**config.mk**
```make
export PLATFORM = sky130hd
export DESIGN_NAME = cpu_controller
export DESIGN_NICKNAME = d
export VERILOG_FILES = /design/src/rtl/cpu_controller.sv
export SDC_FILE = /design/constraint.sdc
export NUM_CORES = 1
export LEC_CHECK = 0
export BUFFER_PORTS_ARGS = -buffer_cell sky130_fd_sc_hd__buf_2
export CAP_MARGIN = 20
export CORE_ASPECT_RATIO = 0.6
export CORE_UTILIZATION = 49
export DETAILED_ROUTE_END_ITERATION = 10
export MAX_ROUTING_LAYER = met4
export PLACE_DENSITY = 0.78
export REMOVE_ABC_BUFFERS = 1
export SLEW_MARGIN = 5
export SYNTH_ARGS = -nofsm -noshare
export SYNTH_HDL_FRONTEND = slang
export SYNTH_SLANG_ARGS = --single-unit
```
**constraint.sdc**
```tcl
create_clock -name clk -period 2.4 [get_ports clk]
set_input_delay 0.48 -clock clk [delete_from_list [all_inputs] [get_ports clk]]
set_output_delay 0.48 -clock clk [all_outputs]
set_load 0.01 [all_outputs]
```
**src/rtl/cpu_controller.sv**
```systemverilog
// cpu_controller: instruction register and control FSM driving every datapath control input
module cpu_controller #(
  parameter int IW    = 16,
  parameter int NREGS = 8
) (
  input  logic                     clk,
  input  logic                     reset,
  input  logic [IW-1:0]            in,
  input  logic                     load,
  input  logic                     s,
  output logic                     w,
  output logic [$clog2(NREGS)-1:0] readnum,
  output logic [$clog2(NREGS)-1:0] writenum,
  output logic                     write,
  output logic                     vsel,
  output logic                     loada,
  output logic                     loadb,
  output logic                     asel,
  output logic                     bsel,
  output logic                     loadc,
  output logic                     loads,
  output logic [1:0]               shift,
  output logic [1:0]               ALUop,
  output logic [IW-1:0]            datapath_in
);
  localparam int RW = $clog2(NREGS);

  typedef enum logic [2:0] {
    S_WAIT,
    S_DECODE,
    S_WR_IMM,
    S_GET_A,
    S_GET_B,
    S_ALU,
    S_WR_REG
  } state_t;

  state_t          r_st;
  state_t          w_nxt;
  logic [IW-1:0]   r_ir;
  logic            r_w;
  logic [RW-1:0]   r_readnum;
  logic [RW-1:0]   r_writenum;
  logic            r_write;
  logic            r_vsel;
  logic            r_loada;
  logic            r_loadb;
  logic            r_asel;
  logic            r_loadc;
  logic            r_loads;
  logic [1:0]      r_shift;
  logic [1:0]      r_alu_op;

  logic [RW-1:0]   w_rn;
  logic [RW-1:0]   w_rd;
  logic [RW-1:0]   w_rm;
  logic [1:0]      w_sh;
  logic [1:0]      w_op;
  logic            w_alu_cls;
  logic            w_mov_cls;
  logic            w_mov_imm;
  logic            w_mov_reg;
  logic            w_cmp;
  logic            w_mvn;

  assign w_rn      = r_ir[10:8];
  assign w_rd      = r_ir[7:5];
  assign w_sh      = r_ir[4:3];
  assign w_rm      = r_ir[2:0];
  assign w_op      = r_ir[12:11];
  assign w_alu_cls = r_ir[15:13] == 3'b101;
  assign w_mov_cls = r_ir[15:13] == 3'b110;
  assign w_mov_imm = w_mov_cls && w_op == 2'b10;
  assign w_mov_reg = w_mov_cls && w_op == 2'b00;
  assign w_cmp     = w_alu_cls && w_op == 2'b01;
  assign w_mvn     = w_alu_cls && w_op == 2'b11;

  // Next-state decode; IR is stable outside WAIT, so its fields are valid wherever they are used
  always_comb begin
    w_nxt = S_WAIT;
    case (r_st)
      S_WAIT:   w_nxt = s ? S_DECODE : S_WAIT;
      S_DECODE: w_nxt = w_mov_imm ? S_WR_IMM :
                        (w_mov_reg || w_mvn) ? S_GET_B :
                        w_alu_cls ? S_GET_A : S_WAIT;
      S_GET_A:  w_nxt = S_GET_B;
      S_GET_B:  w_nxt = S_ALU;
      S_ALU:    w_nxt = w_cmp ? S_WAIT : S_WR_REG;
      default:  w_nxt = S_WAIT;
    endcase
  end

  // State, IR and registered Moore outputs computed for the state being entered
  always_ff @(posedge clk or posedge reset) begin
    if (reset) begin
      r_st       <= S_WAIT;
      r_ir       <= '0;
      r_w        <= 1'b1;
      r_readnum  <= '0;
      r_writenum <= '0;
      r_write    <= 1'b0;
      r_vsel     <= 1'b0;
      r_loada    <= 1'b0;
      r_loadb    <= 1'b0;
      r_asel     <= 1'b0;
      r_loadc    <= 1'b0;
      r_loads    <= 1'b0;
      r_shift    <= 2'b00;
      r_alu_op   <= 2'b00;
    end else begin
      r_st       <= w_nxt;
      if (r_st == S_WAIT && load) r_ir <= in;
      r_w        <= w_nxt == S_WAIT;
      r_readnum  <= w_nxt == S_GET_A ? w_rn : w_nxt == S_GET_B ? w_rm : '0;
      r_writenum <= w_nxt == S_WR_IMM ? w_rn : w_nxt == S_WR_REG ? w_rd : '0;
      r_write    <= w_nxt == S_WR_IMM || w_nxt == S_WR_REG;
      r_vsel     <= w_nxt == S_WR_IMM;
      r_loada    <= w_nxt == S_GET_A;
      r_loadb    <= w_nxt == S_GET_B;
      r_asel     <= w_nxt == S_ALU && (w_mov_reg || w_mvn);
      r_loadc    <= w_nxt == S_ALU && !w_cmp;
      r_loads    <= w_nxt == S_ALU;
      r_shift    <= w_nxt == S_ALU ? w_sh : 2'b00;
      r_alu_op   <= w_nxt == S_ALU ? w_op : 2'b00;
    end
  end

  assign w           = r_w;
  assign readnum     = r_readnum;
  assign writenum    = r_writenum;
  assign write       = r_write;
  assign vsel        = r_vsel;
  assign loada       = r_loada;
  assign loadb       = r_loadb;
  assign asel        = r_asel;
  assign bsel        = 1'b0;
  assign loadc       = r_loadc;
  assign loads       = r_loads;
  assign shift       = r_shift;
  assign ALUop       = r_alu_op;
  assign datapath_in = {{(IW-8){r_ir[7]}}, r_ir[7:0]};
endmodule

```
Word-level counts from Yosys, hierarchy flattened. Cells that the tools add are included.

Output and inout port bits: 35. Flip-flop bits (word level): 37. Bits of input ports: 20. Logic and storage cells: 53.

Reductions and logical operators: 13. Equal/unequal tests: 14. Muxes and demuxes: 12.

Operators with widths (number): $eq A3 B3 Y1 const B (7); $mux W3 (7); $pmux W3 S5 (1); $eq A3 B2 Y1 const B (3); $logic_and A1 B1 Y1 (7); $logic_not A3 Y1 (2); $mux W2 (3); $eq A2 B2 Y1 const B (2); $eq A3 B1 Y1 const B (1); $eq A2 B1 Y1 const B (1); $logic_not A2 Y1 (1); $logic_or A1 B1 Y1 (2); $logic_not A1 Y1 (1); $mux W1 (1).

Longest topological paths before layout.
Depth in word-level cells: 9. Depth in mapped cells: 6.

Worst setup path after synthesis. Ideal clock, no wire load.

Kind: register to register. Start: reg r_st[2]. End: reg r_ir[0]. Arrival: 1.546 ns. Cell stages (with the launch flop): 5. Slack: 0.727 ns. Clock period less this slack: 1.673 ns. Buffers on the path: 2. Path through: dfrtp_1 > buf_2 > nor4b_4 > buf_2 > mux2_1.

Word-level cells in the longest chain between the ends: 2.

Ends and longest elaborated chain: start: declaration (RTL line 38) `state_t r_st;`; start signal: assignment (RTL line 111) `r_st <= w_nxt;`; $logic_not A3 Y1 (RTL line 112) `if (r_st == S_WAIT && load) r_ir <= in;`; $logic_and A1 B1 Y1 (RTL line 112); end signal: assignment (RTL line 112); end: declaration (RTL line 40) `logic [IW-1:0] r_ir;`.

Every way passes these cells. A chain may end at the register's enable or synchronous reset.

Worst setup path after layout.
Start: reg r_st[2]. End: reg r_writenum[1], in the netlist writenum[1].

Word-level cells in the longest chain between the ends: 5.

Ends and longest elaborated chain: $eq A3 B3 Y1 (tied with other cells) (RTL line 81) `case (r_st)`; $pmux W3 S5 * (RTL line 81); $eq A3 B3 Y1 (RTL line 115) `r_writenum <= w_nxt == S_WR_IMM ? w_rn : w_nxt == S_WR_REG ? w_rd : '0;`; $mux W3 (RTL line 115); $mux W3 * (RTL line 115); end signal: assignment (RTL line 115); end: declaration (RTL line 43) `logic [RW-1:0] r_writenum;`.

Every way passes the cells marked *; elsewhere a longest branch is shown, timed or not.

==> metrics.md <==
| Metric | Value |
|---|---|
| Status | `completed` |
| Gr ovfl total | `0` |
| # diodes | `0` |
| Via count | `roughly 1000` |
| FF-to-FF Start | `r_st[2]` |
| DR iter-0 viols | `a little under 80` |
| Clk Latency, worst-skew pair | `280 ps` |
| Slew Limit Fails | `0` |
| Worst endpoint data arrival time | `slightly above 2000 ps` |
| RSZ-0062 raised after global routing | `false` |
| Synth warnings | `0` |
| Tot GR Track Use | `19.9%` |
| WS Path Type | `flip-flop to flip-flop` |
| Int Pwr | `0.00168 W` |
| Pwr dens | `1360 nW/um^2` |
| CTS sink count | `37` |
| Die width | `75.7 microns` |
| FP Rows | `15` |
| Clk_skew | `~6.4 ps` |
| Switching part of the total | `35.3%` |
| Layout cells sized above 1 | `a little over two fifths` |
| Clk root buf | `clkbuf_8` |
| Reg2Reg Depth | `5` |
| Vias in the first global route | `between 900 and 1000` |
| Router iterations before antenna repair | `4` |
| Final ANT Viol Nets | `0` |
| WL final | `2930 microns` |
| Setup violators final | `0` |
| First-pass GRT wire length | `4620 microns` |
| Combinational share of power | `35.8%` |
| Postcts setup bufs | `0` |
| Clk slew on worst S/H paths | `70 ps` |
| Critical path peak fanout | `10` |
| Post-layout min period | `roughly 1800 ps` |
| GPL Wtd Cong | `roughly 0.84` |
| Startpoint types | `flip-flop` |
| CP max stage delay | `510 ps` |
| Core Region | `between 2000 and 3000 sq um` |
| CP cell instances | `nand2b_4 > nand4bb_4 > o32a_4 > a2111oi_4 > a22o_1` |
| Netlist cell types | `28` |
| CTS Buffer Depth | `2` |
| Mapped Cells | `116` |
| Die Y | `46.2 microns` |
| Starting density of the core | `53.5%` |
| Post-Synth XOR/XNOR Area | `0%` |
| Area growth from synthesis to layout | `19.5%` |
| DRC | `0` |
| Post-synthesis cell area | `1600 sq um` |
| Htree depth | `2` |
| Tot Pwr | `0.00260 W` |
| Reg power frac | `43.5%` |
| Clock power frac | `20.7%` |
| Cell family with most CP delay | `compound AO/OA/AOI/OAI gates` |
| Type of the most critical hold path | `input pin to async pin` |
| Number of port buffers | `53` |
| Vias per inst | `5.15` |
| Simple-gate share of the synthesized area | `12.1%` |
| Synth Area in Compound Gates | `8.70%` |
| Die area | `3500 sq um` |
| Maximum clock rate | `552 MHz` |
| Largest net degree at the start of global routing | `38` |
| Tcrit/Tclk final | `between 70% and 80%` |
| FF+latch count, synth | `37` |
| Hold_buf cts | `0` |
| Endpoint of the lowest-slack register-to-register path | `writenum[1]` |
| Post-CTS Resized | `0` |
| Initial antenna violation count | `0` |
| Worst setup EP type | `flip-flop` |
| Leakage | `0.994 nW` |
| Max VDD drop | `0.655 mV` |
| Avg Inst Size Synth | `13.8 sq um` |
| CTS buffer count | `5` |
| Buf/Inv on CP | `0` |
| Critical-path top delay cell | `dfrtp_1` |
| Switching power | `0.000918 W` |
| Ports | `55` |
| Main combinational cell family by area after synthesis | `simple AND/OR/NAND/NOR gates` |
| Fillers | `238` |
| Max-cap viol count | `0` |
| Final hold violation count | `0` |
| Post-synthesis adder-cell area fraction | `0%` |
| Sequential share of the synthesized area | `between 50 and 60%` |
| Setup_tns | `0 ps` |
| Nets | `~180` |
| Mux cell area share after synthesis | `11.3%` |
| CTS tree | `done` |
| CP required | `2610 ps` |
| R2R setup slack | `roughly 590 ps` |
| Post-DR wirelength/cell | `14.5 microns` |
| Hpwl dp | `2250 microns` |
[worst register-to-register path, delay by kind of cell (launching register included)]
family | cells | cell delay, ps
AO/OA/AOI/OAI | 3 | 800
flip-flops | 1 | 510
AND/OR/NAND/NOR | 2 | 450
[sequential cells by signal, indices dropped and copies added, names as in the netlist, 2 cells and up]
| signal | flops |
|---|---|
| readnum | 3 |
| r_ir | 16 |
| ALUop | 2 |
| shift | 2 |
| writenum | 3 |
| r_st | 3 |
[cell type report]
type	count	area, sq um	area share [%]
sequential	37	927	48.6
clock buffer	7	86.3	4.52
multi-input combinational	56	517	27.1
timing repair buffer	55	280	14.7
clock inverter	1	30.0	1.57
tap	42	52.6	2.75
inverter	4	15.0	0.787
[logic make-up (layout without fill, tap and decap cells)]
| family | after synthesis | in the layout |
|---|---|---|
| simple gates | 25 | 25 |
| other cells | 1 | 1 |
| mux | 16 | 16 |
| compound gates | 14 | 14 |
| flops | 37 | 37 |
| buf+inv | 23 | 67 |
[worst max path at each step]
stage / slack [ps] / cells past startpoint / startpoint / end
global placement: 710 / 5 / r_ir[13] / writenum[1]
floorplan: 710 / 2 / r_st[2] / r_ir[7]
global route: 500 / 5 / r_ir[13] / writenum[1]
CTS: 590 / 5 / r_ir[13] / writenum[1]
detailed placement: 600 / 5 / r_ir[13] / writenum[1]
finish: 590 / 5 / r_st[2] / writenum[1]
[cells in the mapped netlist]
library cell	count	area, sq um
and3_1	4	25.0
nand4bb_4	1	27.5
a21oi_2	1	8.76
a22o_1	6	52.6
conb_1	1	3.75
a2111oi_4	1	27.5
dfrtp_1	36	901
nor3_1	2	10.0
and4b_4	1	13.8
nand2_1	4	15.0
dfstp_2	1	26.3
o21ai_0	1	5.00
and2b_1	1	7.51
nor2_1	5	18.8
and4b_1	1	10.0
a21oi_1	1	5.00
mux2_1	16	180
inv_1	4	15.0
nand2b_4	1	13.8
or2b_1	1	7.51
o21ai_1	2	10.0
buf_2	2	10.0
buf_4	17	128
nor4b_4	1	23.8
nor2b_1	2	12.5
a21o_1	1	7.51
nor4b_1	1	8.76
o32a_4	1	22.5
[layout by cell type (no fill, tap or decap), types with 2 or more instances in the layout]
cell / n
buf_2: 53
dfrtp_1: 36
mux2_1: 16
a22o_1: 6
clkbuf_8: 6
nor2_1: 5
nand2_1: 4
inv_1: 4
and3_1: 4
o21ai_1: 2
nor2b_1: 2
nor3_1: 2
buf_4: 2
[metrics by stage]
stage	setup WS (ps)	cell area, sq um	util, %	hold slack (ps)	instances
floorplan	710	1460	-	481	97
CTS	593	1910	63.9	305	202
finish	587	1910	63.9	294	202
detailed placement	602	1790	60.0	502	194
global placement	714	1790	60.0	486	194
global route	500	1910	63.9	342	202
[layer usage]
layer,part of all wire [%],global-route usage (%),vias up
met4,1.5,8.15,0
met1,46,26.7,512
met2,45,28.4,47
met3,7.0,5.91,9
met5,0,-,-
li1,-,-,472
[power by group through the flow]
stage          sequential [W]  combinational (W)  clock [W]
2_1_floorplan         0.00120           0.000473          0
3_3_place_gp          0.00111           0.000912          0
3_5_place_dp          0.00114           0.000941          0
4_1_cts               0.00113           0.000945   0.000544
5_1_grt               0.00117            0.00102   0.000581
6_report              0.00113           0.000930   0.000536
Power figures use the tool's default switching activity.
